--- src/rtl/reg_op_ctrl.sv ---
// rtl/reg_op_ctrl.sv - register-file instruction sequencer (IDLE/READ/EXEC/WRITE); option macro REG_OP_CTRL_BACK2BACK_EN
module reg_op_ctrl (
  input  logic       clk,
  input  logic       rst_n,
  input  logic       instr_valid,
  input  logic [7:0] instr,
  output logic       instr_ready,
  input  logic [7:0] alu_res,
  output logic [1:0] DIR_A,
  output logic [1:0] DIR_B,
  output logic [1:0] DIR_WR,
  output logic [7:0] DI,
  output logic       EN,
  output logic [1:0] ALU_OP,
  output logic       busy,
  output logic       done,
  output logic [7:0] ops_cnt
);

  typedef enum logic [1:0] {IDLE, READ, EXEC, WRITE} state_t;

  state_t     state;
  state_t     state_nxt;
  logic       ready_q;
  logic       ready_nxt;
  logic       accept;
  logic [1:0] op_q;
  logic [1:0] rd_q;
  logic [7:0] result;

  // ready is registered so it stays low on every reset edge and rises one edge later
  assign accept = instr_valid && ready_q;

  // next-state and next-ready decode
  always_comb begin
    state_nxt = state;
    ready_nxt = 1'b0;
    case (state)
      IDLE:  if (accept) state_nxt = READ;
      READ:  state_nxt = EXEC;
      EXEC:  state_nxt = WRITE;
      WRITE: begin
`ifdef REG_OP_CTRL_BACK2BACK_EN
        state_nxt = accept ? READ : IDLE;
`else
        state_nxt = IDLE;
`endif
      end
      default: state_nxt = IDLE;
    endcase
`ifdef REG_OP_CTRL_BACK2BACK_EN
    ready_nxt = (state_nxt == IDLE) || (state_nxt == WRITE);
`else
    ready_nxt = (state_nxt == IDLE);
`endif
  end

  // state register and registered ready
  always_ff @(posedge clk) begin
    if (!rst_n) begin
      state   <= IDLE;
      ready_q <= 1'b0;
    end else begin
      state   <= state_nxt;
      ready_q <= ready_nxt;
    end
  end

  // datapath: each field is loaded on the edge entering the state that drives it, then held
  always_ff @(posedge clk) begin
    if (!rst_n) begin
      op_q    <= '0;
      rd_q    <= '0;
      DIR_A   <= '0;
      DIR_B   <= '0;
      DIR_WR  <= '0;
      ALU_OP  <= '0;
      result  <= '0;
      ops_cnt <= '0;
    end else begin
      if (accept) begin
        op_q  <= instr[7:6];
        DIR_A <= instr[5:4];
        DIR_B <= instr[3:2];
        rd_q  <= instr[1:0];
      end
      if (state == READ) ALU_OP <= op_q;
      if (state == EXEC) begin
        result <= alu_res;
        DIR_WR <= rd_q;
      end
      if (state == WRITE) ops_cnt <= ops_cnt + 8'd1;
    end
  end

  assign instr_ready = ready_q;
  assign DI          = result;
  assign EN          = (state == WRITE);
  assign done        = (state == WRITE);
  assign busy        = (state != IDLE);

endmodule

--- config.mk ---
export PLATFORM = sky130hd
export DESIGN_NAME = reg_op_ctrl
export DESIGN_NICKNAME = d
export VERILOG_FILES = /design/src/rtl/reg_op_ctrl.sv
export SDC_FILE = /design/constraint.sdc
export NUM_CORES = 1
export LEC_CHECK = 0
export ABC_AREA = 1
export CORE_ASPECT_RATIO = 0.9
export CORE_MARGIN = 3
export CORE_UTILIZATION = 42
export CTS_CLUSTER_DIAMETER = 120
export DETAILED_ROUTE_END_ITERATION = 10
export HOLD_SLACK_MARGIN = 0.03
export PLACE_DENSITY = 0.88
export SYNTH_ARGS = -nofsm -noshare
export SYNTH_HDL_FRONTEND = slang
export SYNTH_SLANG_ARGS = --single-unit
--- constraint.sdc ---
create_clock -name clk -period 1.5 [get_ports clk]
set_input_delay 0.225 -clock clk [delete_from_list [all_inputs] [get_ports clk]]
set_output_delay 0.225 -clock clk [all_outputs]
set_load 0.1 [all_outputs]
==> summary.md <==
| Metric | Value |
|---|---|
| Inserted Diodes | `0` |
| Multi-input gate area | `roughly 540 µm²` |
| Synth Net Count | `between 150 and 200` |
| Synth-to-Final Area Change | `73.99%` |
| Fin cells | `between 200 and 250` |
| Initial Util | `between 40% and 50%` |
| Synth warn | `0` |
| VDD IR max | `approximately 1.4 mV` |
| Final Hold Fails | `0` |
| Pwr Density | `roughly 2100 nW/µm²` |
| Std-Cell Rows | `17` |
| Startpoint types | `register` |
| Worst-Skew Late Latency | `~0.32 ns` |
| Worst-case hold slack | `~0.48 ns` |
| Vias/cell | `~4.7` |
| Leak Pwr | `~0.00088 µW` |
| FMAX | `around 0.7 GHz` |
| WHS Path Cells | `3` |
| Final period utilization | `a little over nine tenths` |
| Die Y | `about 57 µm` |
| Gpl congestion | `approximately 0.70` |
| Post-route ant nets | `0` |
| Clock Path Buffers | `2` |
| Root Driver | `clkbuf_4` |
| Reg2Reg Depth | `5` |
| Status | `completed` |
| Crit-path cells | `inv_1 -> ha_4 -> inv_2 -> buf_12` |
| Num CTS Buffers | `5` |
| Min-Delay Path Class | `in2reg` |
| # hold bufs at CTS | `0` |
| Gr usage total | `about a fifth` |
| Clock sink count | `31` |
| Syn_area_per_cell | `between 7 and 8 µm²` |
| Nets@finish | `231` |
| Drt first pass iters | `4` |
| First-pass GRT wire length | `a little over 5000 µm` |
| Vias in the first global route | `1180` |
| Pins over their slew limit | `0` |
| RSZ-0062 raised after global routing | `false` |
| CP Max Fanout | `3` |
| I/O Buffers | `46` |
| Syn Std Cell Area | `approximately 1200 µm²` |
| Worst slew pin tran | `0.2729 ns` |
| Max Cap Viol | `0` |
| Finish-stage setup viols | `0` |
| Fill count | `roughly 180` |
| DP HPWL | `around 2200 µm` |
| Grt ovf | `0` |
| Clock transition at the registers of the reported paths | `about 0.1 ns` |
| #FFs+latches synth | `31` |
| WS Path Type | `reg2out` |
| Synth Instances | `between 150 and 200` |
| Post-CTS setup buffers | `0` |
| Htree depth | `2` |
| CP required | `1.27 ns` |
| Worst path arrival time | `1.21 ns` |
| CP top delay family | `flip-flops` |
| DRT iter0 DRCs | `53` |
| DR DRC count | `0` |
| Total Power | `4354 µW` |
| Initial antenna violation count | `0` |
| Full die area | `between 3000 and 4000 µm²` |
| Share of the synthesized area in the top cell type | `between 50% and 60%` |
| Crit. End Element | `output port` |
| Buf/Inv on CP | `3` |
| DRT Wirelength | `roughly 2900 µm` |
| Synth area leader | `dfxtp_1` |
| Area contributors post-synth | `dfxtp_1 52%, nor2_1 16%, o21ai_0 9.2%, nand2_1 5.6%, ha_1 5.2%` |
| Placed cell count | `~240` |
| Final min period | `about 1.4 ns` |
| Post-synthesis cell type count | `16` |
| Die Wd | `between 60 and 70 µm` |
| Largest stage delay, worst path | `0.38 ns` |
| Core outline area | `approximately 2600 µm²` |
| Layout cells sized above 1 | `25.48%` |
| Max_slew headroom | `just over 80%` |
| I/O pin count | `47` |
| Layout Skew | `about 0.011 ns` |
| Setup TNS | `0 ns` |
| Slowest-stage cell, CP | `dfxtp_4` |
| CTS tree | `yes` |
| Pin count of the biggest net entering global routing | `32` |
| Seq. cell area | `635.6 µm²` |
| Critical path depth | `4` |
| Register area share after synthesis | `just over 50%` |
| Vias | `1164` |
| WL/cell | `roughly 12 µm` |
[layout by cell type (no fill, tap or decap)]
cell type	synthesis	layout
dfxtp_2	0	9
nand3_1	3	3
nor2_1	52	52
dfxtp_1	31	21
buf_4	1	2
buf_12	0	28
nand2_1	18	18
clkbuf_8	0	2
inv_1	11	10
and2_1	1	1
clkinvlp_4	0	1
o21ai_0	22	22
inv_2	0	1
a21oi_1	5	5
clkbuf_1	1	1
nor2_4	2	2
ha_4	0	2
a31oi_1	1	1
dfxtp_4	0	1
ha_1	5	3
clkbuf_4	0	5
clkdlybuf4s50_1	0	18
[logic make-up after synthesis]
kind of cell | share of synthesized area (%)
adders and majority gates | 5.203
buffers and inverters | 5.931
and+or+nand+nor | 25.49
DFF | 51.61
AOI/OAI and AO/OA | 11.76
[path summary, 6_finish.rpt]
kind                                            from                     end  slack [ns]
worst max-delay path             state[0]$_SDFF_PN0_                    busy        0.07
worst min-delay path                      alu_res[7]      DI[7]$_SDFFE_PN0P_        0.48
worst max register to register   state[0]$_SDFF_PN0_      DI[6]$_SDFFE_PN0P_        0.14
worst min register to register  op_q[1]$_SDFFE_PN0P_  ALU_OP[1]$_SDFFE_PN0N_        0.50
[timing repair]
action,CTS,global route
gates resized for setup,4,3
pin swaps,0,1
setup endpoints to repair,1,2
gates cloned,0,0
[through the flow]
stage / setup WS (ns) / instance area, µm² / utilization, %
2_1_floorplan: 0.0006932 / 1225 / -
3_3_place_gp: 0.2017 / 2002 / 77.15
3_5_place_dp: 0.1227 / 2002 / 77.15
4_1_cts: 0.02088 / 2076 / 79.99
5_1_grt: 0.01941 / 2092 / 80.62
6_report: 0.06962 / 2092 / 80.62
[cell usage after synthesis]
library cell	n
a31oi_1	1
dfxtp_1	31
nor2_4	2
nor2_1	52
clkbuf_2	1
o21ai_0	22
and2_1	1
clkbuf_1	1
a21oi_1	5
buf_4	1
inv_1	11
clkinv_1	1
nand2_1	18
ha_1	5
buf_2	2
nand3_1	3
[layout make-up]
| cell class | count | area share [%] |
|---|---|---|
| repair buffers | 48 | 36.12 |
| flip-flops and latches | 31 | 30.38 |
| multi-input cells | 109 | 25.60 |
| clock buffers | 8 | 3.289 |
| inverters | 12 | 2.333 |
| well taps | 38 | 2.273 |
[worst reg2reg max path, delay by kind of cell (launching register included)]
| family | cells | cell delay, ns |
|---|---|---|
| fa+ha+maj | 1 | 0.27 |
| buf+inv | 2 | 0.37 |
| flops | 1 | 0.37 |
| simple gates | 2 | 0.23 |
[per-layer routing]
metal | vias up | track usage (%) | wire length, µm
li1 | 590 | - | -
met1 | 523 | 18.30 | 1103
met2 | 41 | 33.43 | 1514
met3 | 10 | 6.400 | 192
met4 | 0 | 12.89 | 98
met5 | - | 0 | 0
[flip-flops by register name, summed over array words and instances, names as in the netlist, 2 cells and up]
| signal | cells |
|---|---|
| DI | 8 |
| ops_cnt | 8 |
| DIR_A | 2 |
| DIR_WR | 2 |
| state | 2 |
| DIR_B | 2 |
| op_q | 2 |
| ALU_OP | 2 |
| rd_q | 2 |
[where the power goes]
group | switching (µW) | leakage [µW] | internal (µW)
combinational | 1680 | 0.000581 | 892
sequential | 194 | 0.000258 | 1030
clock | 280 | 0.0000386 | 276
(Power assumes the default switching activity.)
